[config.mk]
export PLATFORM = sky130hd
export DESIGN_NAME = sparse_expand_engine
export DESIGN_NICKNAME = d
export VERILOG_FILES = /design/src/rtl/sparse_expand_engine.sv
export SDC_FILE = /design/constraint.sdc
export NUM_CORES = 1
export LEC_CHECK = 0
export CAP_MARGIN = 30
export CORE_MARGIN = 2
export CORE_UTILIZATION = 40
export DETAILED_ROUTE_END_ITERATION = 6
export SLEW_MARGIN = 20
export SYNTH_ARGS = -nofsm -noshare
export SYNTH_HDL_FRONTEND = slang
export SYNTH_SLANG_ARGS = --single-unit
[constraint.sdc]
create_clock -name clk -period 4.5 [get_ports clk]
set_input_delay 0.9 -clock clk [delete_from_list [all_inputs] [get_ports clk]]
set_output_delay 0.9 -clock clk [all_outputs]
set_load 0.01 [all_outputs]
[src/rtl/sparse_expand_engine.sv]
// Sparse expand engine: scatters compacted PE lanes back to dense positions by keep-mask.
// Optional build macro SPARSE_EXPAND_STATS_EN adds saturating block / zero-fill counters.
module sparse_expand_engine #(
    parameter int unsigned DATA_WIDTH = 8,
    parameter int unsigned DENSE_N    = 8,
    parameter int unsigned LANES      = 4,
    parameter int unsigned FIFO_DEPTH = 4
) (
    input  logic                          clk,
    input  logic                          reset_n,
    input  logic                          expand_enable,
    input  logic [LANES*DATA_WIDTH-1:0]   in_data,
    input  logic [DENSE_N-1:0]            in_mask,
    input  logic                          in_valid,
    output logic                          in_ready,
    output logic [DENSE_N*DATA_WIDTH-1:0] out_data,
    output logic                          out_valid,
    input  logic                          out_ready,
    output logic                          overflow_err,
    output logic [31:0]                   stat_blocks,
    output logic [31:0]                   stat_zeros
);
    localparam int unsigned PW   = $clog2(DENSE_N + 1);
    localparam int unsigned LW   = (LANES > 1) ? $clog2(LANES) : 1;
    localparam int unsigned PTRW = (FIFO_DEPTH > 1) ? $clog2(FIFO_DEPTH) : 1;
    localparam int unsigned CW   = $clog2(FIFO_DEPTH + 1);
    localparam int unsigned CW1  = CW + 1;
    localparam int unsigned BW   = DENSE_N * DATA_WIDTH;
    localparam logic [PW-1:0] LANES_P = PW'(LANES);

    typedef logic [DATA_WIDTH-1:0] elem_t;

    logic accept;
    logic pop;

    logic                         s1_v_q;
    elem_t [LANES-1:0]            s1_data_q;
    logic [DENSE_N-1:0]           s1_mask_q;
    logic [DENSE_N-1:0][PW-1:0]   s1_prefix_q;
    logic [DENSE_N-1:0]           eff_mask;
    logic [DENSE_N-1:0][PW-1:0]   prefix_d;

    logic                         s2_v_q;
    logic [BW-1:0]                s2_data_q;
    logic [BW-1:0]                dense_d;
    logic [PW-1:0]                popcnt;
    logic                         ovf;

    logic [BW-1:0]                mem_q [FIFO_DEPTH];
    logic [PTRW-1:0]              wr_ptr_q;
    logic [PTRW-1:0]              rd_ptr_q;
    logic [CW-1:0]                count_q;
    logic [CW1-1:0]               credit_used;
    logic                         overflow_q;

    // Every block already inside the pipe holds a FIFO slot, so pushes can never hit a full FIFO.
    assign credit_used = {1'b0, count_q} + CW1'(s1_v_q) + CW1'(s2_v_q);
    assign in_ready    = reset_n && (credit_used < CW1'(FIFO_DEPTH));
    assign accept      = in_valid && in_ready;
    assign out_valid   = (count_q != '0);
    assign pop         = out_valid && out_ready;
    assign out_data    = out_valid ? mem_q[rd_ptr_q] : '0;
    assign overflow_err = overflow_q;

    always_comb begin
        logic [PW-1:0] acc;
        acc = '0;
        for (int i = 0; i < int'(DENSE_N); i++) begin
            eff_mask[i] = expand_enable ? in_mask[i] : (i < int'(LANES));
            prefix_d[i] = acc;
            acc         = acc + PW'(eff_mask[i]);
        end
    end

    always_comb begin
        popcnt = s1_prefix_q[DENSE_N-1] + PW'(s1_mask_q[DENSE_N-1]);
        ovf    = popcnt > LANES_P;
        for (int i = 0; i < int'(DENSE_N); i++) begin
            // Set bits past the LANES-th have no source lane and are zero-filled.
            if (s1_mask_q[i] && (s1_prefix_q[i] < LANES_P)) begin
                dense_d[i*DATA_WIDTH +: DATA_WIDTH] = s1_data_q[s1_prefix_q[i][LW-1:0]];
            end else begin
                dense_d[i*DATA_WIDTH +: DATA_WIDTH] = '0;
            end
        end
    end

    always_ff @(posedge clk or negedge reset_n) begin
        if (!reset_n) begin
            s1_v_q      <= 1'b0;
            s1_data_q   <= '0;
            s1_mask_q   <= '0;
            s1_prefix_q <= '0;
            s2_v_q      <= 1'b0;
            s2_data_q   <= '0;
            overflow_q  <= 1'b0;
        end else begin
            s1_v_q <= accept;
            if (accept) begin
                s1_data_q   <= in_data;
                s1_mask_q   <= eff_mask;
                s1_prefix_q <= prefix_d;
            end
            s2_v_q <= s1_v_q;
            if (s1_v_q) begin
                s2_data_q <= dense_d;
                if (ovf) begin
                    overflow_q <= 1'b1;
                end
            end
        end
    end

    function automatic logic [PTRW-1:0] ptr_inc(input logic [PTRW-1:0] p);
        return (p == PTRW'(FIFO_DEPTH - 1)) ? '0 : p + PTRW'(1);
    endfunction

    always_ff @(posedge clk or negedge reset_n) begin
        if (!reset_n) begin
            wr_ptr_q <= '0;
            rd_ptr_q <= '0;
            count_q  <= '0;
        end else begin
            if (s2_v_q) begin
                wr_ptr_q <= ptr_inc(wr_ptr_q);
            end
            if (pop) begin
                rd_ptr_q <= ptr_inc(rd_ptr_q);
            end
            count_q <= count_q + CW'(s2_v_q) - CW'(pop);
        end
    end

    always_ff @(posedge clk) begin
        if (s2_v_q) begin
            mem_q[wr_ptr_q] <= s2_data_q;
        end
    end

`ifdef SPARSE_EXPAND_STATS_EN
    logic [31:0]   stat_blocks_q;
    logic [31:0]   stat_zeros_q;
    logic [PW-1:0] kept;
    logic [32:0]   zeros_sum;

    assign kept      = ovf ? LANES_P : popcnt;
    assign zeros_sum = {1'b0, stat_zeros_q} + 33'(PW'(DENSE_N) - kept);

    always_ff @(posedge clk or negedge reset_n) begin
        if (!reset_n) begin
            stat_blocks_q <= '0;
            stat_zeros_q  <= '0;
        end else begin
            if (pop && (stat_blocks_q != 32'hFFFF_FFFF)) begin
                stat_blocks_q <= stat_blocks_q + 32'd1;
            end
            if (s1_v_q) begin
                stat_zeros_q <= zeros_sum[32] ? 32'hFFFF_FFFF : zeros_sum[31:0];
            end
        end
    end

    assign stat_blocks = stat_blocks_q;
    assign stat_zeros  = stat_zeros_q;
`else
    assign stat_blocks = '0;
    assign stat_zeros  = '0;
`endif

endmodule

* After elaboration in Yosys (flattened, before gate mapping)
Memory sizes are Yosys's and may differ from the RTL's.
Cells that the tools add are included.
** Cells by class
- Add/sub/neg operators :: 13
- Order comparisons :: 16
- Equal/unequal tests :: 2
- Multiplexer cells :: 35
- Reductions and logical operators :: 12
** Operators by type and width (number)
- 2-to-1 mux 8 bit :: 16
- binary-select mux 8 bit (select 2 bit) :: 6
- 2-to-1 mux 64 bit :: 1
- < comparator 4 x 3 -> 1 bit (second input constant) :: 7
- adder 4 x 1 -> 4 bit :: 5
- < comparator 2 x 3 -> 1 bit (second input constant) :: 6
- logical AND 1 bit :: 10
- 2-to-1 mux 1 bit :: 10
- adder 3 x 1 -> 4 bit :: 2
- < comparator 1 x 3 -> 1 bit (second input constant) :: 2
- adder 2 x 1 -> 2 bit (second input constant) :: 2
- equality test 2 bit (second input constant) :: 2
- > comparator 4 x 3 -> 1 bit (second input constant) :: 1
- 2-to-1 mux 2 bit :: 2
- adder 2 x 1 -> 3 bit :: 1
- adder 3 x 1 -> 3 bit :: 1
- nonzero test 3 bit :: 1
- subtractor 3 x 1 -> 3 bit :: 1
- adder 1 x 1 -> 2 bit :: 1
- AND reduction 2 bit :: 1
** Word-level totals
- Flip-flop bits (word level) :: 139
- RAM bits :: 256
- Output and inout bits :: 131
- Logic and storage cells :: 98
- Memories kept :: 1
** Memory list
- mem_q :: words 4, bits a word 64, read ports 1, clocked after memory_dff 0, wr ports 1, RTL line 49 : logic [BW-1:0] mem_q [FIFO_DEPTH];

* Depth between registers and ports, before layout
Gate-level depths: netlist (run 1).
- Depth in word-level cells :: 7
- Mapped depth :: 12
- Depth with buffers taken out :: 12

* Worst setup path before layout (run 1)
OpenSTA, ideal clock, no wires.
- Path kind :: input to register
- Start point :: input port expand_enable
- End point :: register s1_prefix_q[31] in the netlist's numbering
- Library setup time :: 131 ps
- Data arrival time :: 3319 ps
- Path slack :: 1050 ps
- Stages :: 10
- Path buffers :: 0
- Path through :: nor2b_1 -> fa_1 -> inv_1 -> ha_1 -> ha_1 -> ha_1 -> ha_1 -> and2_1 -> a2111oi_1 -> o31ai_1
** RTL lines
- start: declaration :: RTL line 11 : input logic expand_enable,
- end signal: assignment :: RTL line 102 : s1_prefix_q <= prefix_d;
- end: declaration :: RTL line 39 : logic [DENSE_N-1:0][PW-1:0] s1_prefix_q;

* Worst setup path after layout (run 1)
- Start point :: register rd_ptr_q[0]
- End point :: output port out_data[10]
** On the way
- Word-level cells in the longest chain between the ends :: 2
** Ends and longest elaborated chain
- start: declaration :: RTL line 51 : logic [PTRW-1:0] rd_ptr_q;
- start signal: assignment :: RTL line 128 : rd_ptr_q <= ptr_inc(rd_ptr_q);
- memory (4 x 64 bit)
- 2-to-1 mux 64 bit :: RTL line 62 : assign out_data = out_valid ? mem_q[rd_ptr_q] : '0;
- end: declaration :: RTL line 16 : output logic [DENSE_N*DATA_WIDTH-1:0] out_data,
Every way passes these cells.

==> results of run 1 <==
cells by family (layout without fill, tap and decap cells):
kind of cell    after synthesis  count (layout)  share of synthesized area, %
compound gates               94              94                         3.548
xor+xnor                      6               6                        0.4435
fa+ha+maj                    23              23                         1.759
buf+inv                     239             328                         6.862
flops                       391             391                         64.29
mux                         125             125                         15.45
other cells                   1              64                       0.02179
simple gates                278             278                         7.626
cell usage after synthesis (3+ instances only):
| cell type | count |
|---|---|
| nor2_1 | 7 |
| or3_1 | 3 |
| o22ai_1 | 49 |
| mux2i_1 | 8 |
| nor3_1 | 4 |
| buf_2 | 17 |
| nand3_1 | 23 |
| and2_1 | 72 |
| buf_1 | 5 |
| edfxtp_1 | 256 |
| inv_1 | 116 |
| ha_1 | 21 |
| dfrtp_1 | 135 |
| nand2_1 | 158 |
| o21ai_0 | 29 |
| mux4_2 | 112 |
| clkbuf_1 | 30 |
| xnor2_1 | 3 |
| buf_4 | 70 |
| mux2_2 | 5 |
critical path, cell delays in order (launching register included):
cell	delay [ns]
dfrtp_4	0.75
buf_4	0.33
mux4_2	0.57
and2_1	0.18
clkdlybuf4s50_1	0.47
per-stage QoR:
| step | setup WS [ns] | instances | hold slack [ns] | area, µm² |
|---|---|---|---|---|
| 6_report | 0.7213 | 1848 | 0.2402 | 20040 |
| 5_1_grt | 0.5489 | 1848 | 0.2553 | 20040 |
| 4_1_cts | 0.6588 | 1847 | 0.2412 | 20020 |
| 3_5_place_dp | 0.1661 | 1770 | 0.4516 | 18750 |
| 3_3_place_gp | 0.2893 | 1766 | 0.4518 | 18670 |
| 2_1_floorplan | 1.050 | 1220 | 0.3487 | 17450 |
cell type report:
cell class	instances	area, µm²
multi-input combinational	590	5207
clock buffer	50	1132
clock inverter	27	140.1
fill	3736	22190
timing repair buffer	134	1373
tap	539	674.4
inverter	117	439.2
sequential	391	11070
sequential cells by signal (all words and copies together), names as in the netlist:
name and count:
s1_v_q 1, rd_ptr_q 2, s2_data_q 64, s1_data_q 32
wr_ptr_q 2, s1_mask_q 8, s1_prefix_q 21, s2_v_q 1
mem_q 256, overflow_err 1, count_q 3
report_power, final:
group          total, mW  switching, mW  internal [mW]
Clock               3.17           1.37           1.80
Combinational       4.43           1.88           2.55
Sequential          6.05           1.21           4.84
Total               13.7           4.47           9.19
layer usage:
metal,GRT usage [%],wire [µm],vias to the layer above
met5,0,0,-
met4,4.590,780,0
met3,2.285,1871,53
met2,27.86,17910,284
met1,24.87,17080,4826
li1,-,-,4309
final timing paths:
path	startpoint	to	slack [ns]
setup / recovery	rd_ptr_q[0]	out_data[10]	0.72
hold reg to reg	overflow_err	overflow_err	0.48
setup reg to reg	count_q[1]	count_q[2]	1.97
min in group clk	overflow_err	overflow_err	0.48
hold / removal	reset_n	wr_ptr_q[1]	0.24
max in group asynchronous	reset_n	s1_data_q[27]	2.48
==> flow_metrics.py, run 1 <==
metrics = {
    "outcome": {
        "status": "completed",
    },
    "clock_tree": {
        "cts_buffer_depth": 3,
        "postCtsHoldBufs": 0,
        "post_cts_buffers": 0,
        "cts_resized": 0,
        "h-tree-depth": 2,
        "cts_buffers": 42,
        "clock-root-buffer": "clkbuf_16",
        "clk_latency_ns": 0.54,
        "clkSinkCount": 391,
        "cts_tree": "yes",
        "cts.clk_slew.worst_paths_ns": 0.06,
    },
    "power_and_ir_drop": {
        "peakVddDrop_uv": 276.4,
        "power_mw": 13.65,
        "power.density_nw_per_um2": 681.4,
        "p_leak_nw": 7.663,
    },
    "cells_and_area": {
        "final_cell_mix": "edfxtp_1 (256), nand2_1 (158), dfrtp_1 (132), inv_1 (116), mux4_2 (112)",
        "drive_above_1_share_pct": 16.96,
        "fin_util_pct": 47.45,
        "synthToLayoutAreaGrowth_pct": 16.42,
        "diodes": 0,
        "nets": 1344,
        "final_common_cell": "edfxtp_1",
    },
    "sta": {
        "finalHoldViolations": 0,
        "max_freq_ghz": 0.2646,
        "max_slew_margin_pct": 40.94,
        "rsz0062_at_grt": "no",
        "fin_setup_tns_ns": 0,
        "tightestPinTransition_ns": 0.8859,
        "finalSetupViolCount": 0,
        "post-route-min-period_ns": 3.779,
        "min_period_over_period_pct": 83.97,
        "slew_violations": 0,
        "skew_ns": 0.01043,
    },
    "synth": {
        "synthesis.yosys.warnings": 0,
        "synthArstFlopShare_pct": 34.53,
        "ys_top_cells_by_area": "edfxtp_1 (45%), dfrtp_1 (20%), mux4_2 (15%)",
        "yosys.area.top_type": "edfxtp_1",
        "ys.flop_type": "edfxtp_1",
        "syn-mean-instance-area_um2": 14.88,
        "yosysSeqAreaShare_pct": 64.29,
        "synth.ff_latch_count": 391,
        "synth_cells": 1157,
        "synth_top_area_share_pct": 44.66,
        "yosysUniqueCellTypes": 49,
        "netlist_area_um2": 17210,
        "synth_edf_count": 256,
    },
    "setup_path": {
        "worst-setup-path-type": "reg2out",
        "ff2ff_path_depth": 8,
        "cp-end-kind": "primary output",
        "crit_path_max_fanout": 24,
        "start_kind": "flop",
        "worstPathArrival_ns": 2.88,
        "critPathRequiredTime_ns": 3.60,
    },
    "placed_design": {
        "port_buffers": 111,
        "gp_congestion": 0.8674,
        "dp_hpwl_um": 25430,
    },
    "global_routing": {
        "grt_pass1_vias": 9498,
        "antenna_found_initial": 0,
        "grt-ovfl-total": 0,
        "grt_pass1_wl_um": 58110,
        "grt_use_total_pct": 17.27,
        "grt_max_degree": 74,
    },
    "drt": {
        "via_per_inst": 5.126,
        "detail-route-antenna-nets": 0,
        "drt_iter0_markers": 746,
        "routed_wirelength_um": 37640,
        "dr.pass1.iters": 5,
        "vias": 9472,
        "drc": 0,
        "wl_per_cell_um": 20.37,
    },
    "floorplan": {
        "die_area_um2": 44700,
        "rows": 75,
        "die_y_um": 211.4,
        "dieWidth_um": 211.4,
        "core-area_um2": 42230,
        "io_pins": 176,
        "initial_utilization_pct": 40.76,
    },
    "run": {
        "cap_viol_max_count": 0,
    },
    "worst_hold_path": {
        "hold_path_class": "in2async",
    },
}
Note: power is estimated with default switching activity, not from simulation.
==> inputs of run 2 (changes only) <==
==> constraint.sdc (replaced) <==
create_clock -name clk -period 3.3 [get_ports clk]
set_input_delay 0.66 -clock clk [delete_from_list [all_inputs] [get_ports clk]]
set_output_delay 0.66 -clock clk [all_outputs]
set_load 0.01 [all_outputs]
==> flow_metrics.py, run 2 (same netlist as run 1, synthesis figures left out) <==
metrics = {
    "clock_tree": {
        "cts_buffers": 40,
        "cts_buffer_depth": 3,
        "cts.clk_slew.worst_paths_ns": 0.06,
        "postCtsHoldBufs": 0,
        "cts_tree": "yes",
        "clock-root-buffer": "clkbuf_16",
        "clk_latency_ns": 0.54,
        "h-tree-depth": 2,
        "clkSinkCount": 391,
    },
    "sta": {
        "finalSetupViolCount": 0,
        "finalHoldViolations": 0,
        "skew_ns": 0.01880,
        "rsz0062_at_grt": "no",
        "max_freq_ghz": 0.3140,
        "post-route-min-period_ns": 3.184,
        "hold_ws_ns": 0.03430,
        "tightestPinTransition_ns": 0.9308,
        "slew_violations": 0,
        "min_period_over_period_pct": 96.50,
        "max_slew_margin_pct": 37.95,
    },
    "drt": {
        "detail-route-antenna-nets": 0,
        "top_layer": "met4",
        "wl_met2_um": 18130,
        "drc": 0,
        "via_per_inst": 5.111,
        "dr_wl_met3_um": 1973,
        "dr.pass1.iters": 5,
        "met1_length_um": 16750,
        "routed_wirelength_um": 37590,
        "wl_per_cell_um": 20.12,
        "drt_iter0_markers": 704,
        "vias": 9548,
    },
    "cells_and_area": {
        "reg_top3": "mem_q (256), s2_data_q (64), s1_data_q (32)",
        "final_cell_mix": "edfxtp_1 (256), nand2_1 (158), dfrtp_1 (132), inv_1 (116), mux4_2 (112)",
        "fin_util_pct": 48.05,
        "top_register": "mem_q",
        "nets": 1367,
        "diodes": 0,
        "final_cells": 1868,
        "final_area_um2": 20290,
        "final_common_cell": "edfxtp_1",
        "synthToLayoutAreaGrowth_pct": 17.89,
        "num-fill-cells": 3653,
        "largest_register_ffs": 256,
        "drive_above_1_share_pct": 18.51,
    },
    "setup_path": {
        "crit_cells": 5,
        "cp-endpoint": "out_data[61]",
        "cp-end-kind": "primary output",
        "cpLargestDelayFamily": "buffers and inverters",
        "critical-path-max-stage-delay_ns": 0.54,
        "slowest_stage": "mux4_2",
        "cp_common_cell": "buf_12",
        "worst-setup-path-type": "reg2out",
        "worstPathArrival_ns": 2.52,
        "r2r_start": "count_q[1]",
        "start_kind": "flop",
        "regToRegEndpoint": "count_q[2]",
        "rrSetupSlack_ns": 0.71,
        "critPathRequiredTime_ns": 2.64,
        "crit_path_max_fanout": 15,
        "ff2ff_path_depth": 9,
        "path_cells": "buf_12 > buf_12 > mux4_2 > and2_1 > clkdlybuf4s50_1",
        "crit_start": "rd_ptr_q[0]",
        "path_buf_inv": 3,
    },
    "global_routing": {
        "grt_pass1_wl_um": 58660,
        "grt-ovfl-total": 0,
        "grt_pass1_vias": 9660,
        "grt_use_total_pct": 17.32,
        "grt_max_degree": 89,
        "antenna_found_initial": 0,
    },
    "power_and_ir_drop": {
        "power.density_nw_per_um2": 930.0,
        "power.share.switching_pct": 31.99,
        "clockPowerShare_pct": 23.4,
        "p_leak_nw": 7.793,
        "power_switching_mw": 6.037,
        "power_mw": 18.87,
        "internal_power_mw": 12.83,
        "p_seq_share_pct": 43.0,
        "peakVddDrop_uv": 352.5,
        "comb_power_share_pct": 33.6,
    },
    "run": {
        "cap_viol_max_count": 0,
    },
    "placed_design": {
        "dp_hpwl_um": 24430,
        "gp_congestion": 0.8593,
        "port_buffers": 111,
        "placed_area_um2": 18920,
        "dpl.cell_count": 1792,
    },
    "floorplan": {
        "core-area_um2": 42230,
        "die_y_um": 211.4,
        "rows": 75,
        "io_pins": 176,
        "initial_utilization_pct": 40.76,
        "dieWidth_um": 211.4,
        "die_area_um2": 44700,
    },
    "outcome": {
        "status": "completed",
    },
    "worst_hold_path": {
        "hold_path_class": "in2async",
    },
}
run 2: metal layers:
metal	track usage, %	up-vias
met5	0	-
met4	4.832	0
met1	24.67	4885
li1	-	4330
met2	27.61	285
met3	2.982	48
run 2: area by class of cell:
class	count	area, µm²	area share, %
well taps	539	674.4	3.324
clock inverters	11	112.6	0.5550
repair buffers	159	1583	7.800
inverters	117	439.2	2.164
clock buffers	61	1174	5.784
flip-flops and latches	391	11070	54.57
multi-input cells	590	5236	25.81
run 2: worst min path at each step:
stage | start | endpoint | depth (start not counted)
global placement | s1_prefix_q[14] | s1_prefix_q[14] | 2
global route | reset_n | s1_mask_q[0] | 1
detailed placement | s1_prefix_q[19] | s1_prefix_q[19] | 2
CTS | reset_n | s1_mask_q[0] | 1
floorplan | s1_v_q | s2_v_q | 0
finish | reset_n | s1_data_q[10] | 1
run 2: timing repair:
action / CTS / global route
pin swaps: 0 / 0
buffers inserted: 4 / 0
resized for setup: 4 / 5
endpoints found under the setup margin: 50 / 47
run 2: worst reg2reg max path, stage by stage (launching register included):
cell,delay [ns]
dfrtp_1,0.43
or3_2,0.51
buf_6,0.24
nand2_1,0.23
inv_1,0.07
ha_1,0.27
inv_1,0.04
ha_1,0.18
fa_1,0.37
xnor2_1,0.13
run 2: metrics by stage:
step | TNS, ns | setup slack [ns]
after floorplan | 0 | 0.09005
final | 0 | 0.1156
after global placement | -1.975 | -0.5413
after CTS | 0 | 0.01476
after detailed placement | -2.476 | -0.6457
after global routing | 0 | 0.01085
run 2: power groups by stage:
stage	combinational, mW	sequential, mW	clock, mW
6_report	6.34	8.12	4.41
5_1_grt	6.95	8.28	4.70
4_1_cts	6.47	8.10	4.52
3_5_place_dp	6.30	8.27	0
3_3_place_gp	6.27	8.20	0
2_1_floorplan	4.48	7.29	0
==> inputs of run 3 (changes only) <==
--- a/config.mk
+++ b/config.mk
@@ -9,7 +9,8 @@
 export CORE_MARGIN = 2
 export CORE_UTILIZATION = 40
 export DETAILED_ROUTE_END_ITERATION = 6
-export SLEW_MARGIN = 20
+export MAX_ROUTING_LAYER = met4
+export SLEW_MARGIN = 40
 export SYNTH_ARGS = -nofsm -noshare
 export SYNTH_HDL_FRONTEND = slang
 export SYNTH_SLANG_ARGS = --single-unit
==> flow_metrics.py, run 3 (same netlist as run 1, synthesis figures left out) <==
metrics = {
    "outcome": {
        "status": "completed",
    },
    "placed_design": {
        "gp_congestion": 0.8732,
        "dp_hpwl_um": 24430,
        "port_buffers": 111,
    },
    "drt": {
        "drc": 0,
        "drt_iter0_markers": 642,
        "detail-route-antenna-nets": 0,
        "dr.pass1.iters": 5,
        "routed_wirelength_um": 37510,
        "via_per_inst": 5.101,
        "wl_per_cell_um": 20.08,
        "vias": 9528,
    },
    "cells_and_area": {
        "reg_top3": "mem_q (256), s2_data_q (64), s1_data_q (32)",
        "final_cell_mix": "edfxtp_1 (256), nand2_1 (158), dfrtp_1 (132), inv_1 (116), mux4_2 (112)",
        "diodes": 0,
        "nets": 1367,
        "synthToLayoutAreaGrowth_pct": 17.93,
        "num-fill-cells": 3650,
        "largest_register_ffs": 256,
        "drive_above_1_share_pct": 18.51,
        "final_common_cell": "edfxtp_1",
        "top_register": "mem_q",
    },
    "sta": {
        "min_period_over_period_pct": 96.59,
        "rsz0062_at_grt": "no",
        "tightestPinTransition_ns": 0.8399,
        "post-route-min-period_ns": 3.188,
        "finalSetupViolCount": 0,
        "hold_ws_ns": 0.03002,
        "finalHoldViolations": 0,
        "max_slew_margin_pct": 44.01,
        "fin_setup_tns_ns": 0,
        "skew_ns": 0.01819,
        "max_freq_ghz": 0.3137,
        "slew_violations": 0,
    },
    "global_routing": {
        "grt_pass1_wl_um": 58730,
        "grt_pass1_vias": 9667,
        "grt-ovfl-total": 0,
        "grt_use_total_pct": 17.86,
        "antenna_found_initial": 0,
        "grt_max_degree": 89,
    },
    "setup_path": {
        "slowest_stage": "mux4_2",
        "r2r_start": "count_q[1]",
        "cp-end-kind": "primary output",
        "cpLargestDelayFamily": "buffers and inverters",
        "start_kind": "flop",
        "crit_start": "rd_ptr_q[0]",
        "cp_common_cell": "buf_12",
        "path_cells": "buf_12 > buf_12 > mux4_2 > and2_1 > clkdlybuf4s50_1",
        "worstPathArrival_ns": 2.53,
        "worst-setup-path-type": "reg2out",
        "critPathRequiredTime_ns": 2.64,
        "path_buf_inv": 3,
        "crit_path_max_fanout": 15,
        "critical-path-max-stage-delay_ns": 0.54,
    },
    "floorplan": {
        "core-area_um2": 42230,
        "io_pins": 176,
        "die_y_um": 211.4,
        "initial_utilization_pct": 40.76,
        "dieWidth_um": 211.4,
        "rows": 75,
        "die_area_um2": 44700,
    },
    "worst_hold_path": {
        "hold_path_class": "in2async",
    },
    "run": {
        "cap_viol_max_count": 0,
    },
    "clock_tree": {
        "clk_latency_ns": 0.54,
        "cts_tree": "yes",
        "h-tree-depth": 2,
        "cts_buffer_depth": 3,
        "cts_buffers": 40,
        "cts.clk_slew.worst_paths_ns": 0.06,
        "clkSinkCount": 391,
        "clock-root-buffer": "clkbuf_16",
        "postCtsHoldBufs": 0,
    },
    "power_and_ir_drop": {
        "p_leak_nw": 7.795,
        "peakVddDrop_uv": 353.8,
        "power.density_nw_per_um2": 930.3,
    },
}
[run 3: cell counts in the layout (fill, tap and decap cells not counted)]
No cell type changed its count.
[run 3: repair_timing]
item | 4_1_cts | 5_1_grt
endpoints found under the setup margin | 50 | 55
gates resized for setup | 4 | 5
setup buffers | 4 | 0
[run 3: layout make-up]
cell class              count  area, µm²  share of cell area, %
flip-flops and latches    391      11070                  54.55
multi-input cells         590       5236                  25.80
repair buffers            159       1590                  7.835
clock buffers              61       1174                  5.782
well taps                 539      674.4                  3.322
inverters                 117      439.2                  2.164
clock inverters            11      112.6                 0.5548
[run 3: report_power, final]
group / switching (mW) / internal (mW) / leakage (nW) / total (mW)
combinational: 2.74 / 3.62 / 3.01 / 6.36
sequential: 1.51 / 6.60 / 4.16 / 8.11
clock: 1.80 / 2.61 / 0.629 / 4.41
total: 6.05 / 12.8 / 7.80 / 18.9
[run 3: routing by layer]
| metal | vias to the layer above | part of all wire (%) | track usage, % |
|---|---|---|---|
| met5 | - | 0 | - |
| met4 | 0 | 1.9 | 4.832 |
| met3 | 48 | 5.2 | 2.804 |
| met2 | 308 | 48 | 27.63 |
| met1 | 4837 | 45 | 24.83 |
| li1 | 4335 | - | - |
[run 3: worst paths after layout]
check	endpoint	slack, ns	cells after the start
max in group asynchronous	s1_prefix_q[26]	1.81	3
max reg2reg	count_q[2]	0.71	9
min	s1_data_q[10]	0.03	1
min reg2reg	s1_prefix_q[26]	0.48	2
min in group clk	s1_prefix_q[26]	0.48	2
max	out_data[61]	0.11	5
[run 3: per-stage QoR]
| stage | setup WS, ns | instance area, µm² | utilization, % | power (mW) | std cells |
|---|---|---|---|---|---|
| after floorplan | 0.09005 | 17450 | - | 11.77 | 1220 |
| after global placement | -0.5413 | 18920 | 44.81 | 14.47 | 1792 |
| after detailed placement | -0.6457 | 18920 | 44.81 | 14.57 | 1792 |
| after CTS | 0.01476 | 20270 | 48.00 | 19.09 | 1868 |
| after global routing | 0.01080 | 20300 | 48.07 | 19.94 | 1868 |
| final | 0.1124 | 20300 | 48.07 | 18.88 | 1868 |
[run 3: worst register-to-register path, cell delays in order, from the launching register on]
cell and delay (ns):
dfrtp_1 0.43, or3_2 0.52, buf_6 0.24, nand2_1 0.23
inv_1 0.07, ha_1 0.27, inv_1 0.04, ha_1 0.18
fa_1 0.37, xnor2_1 0.13
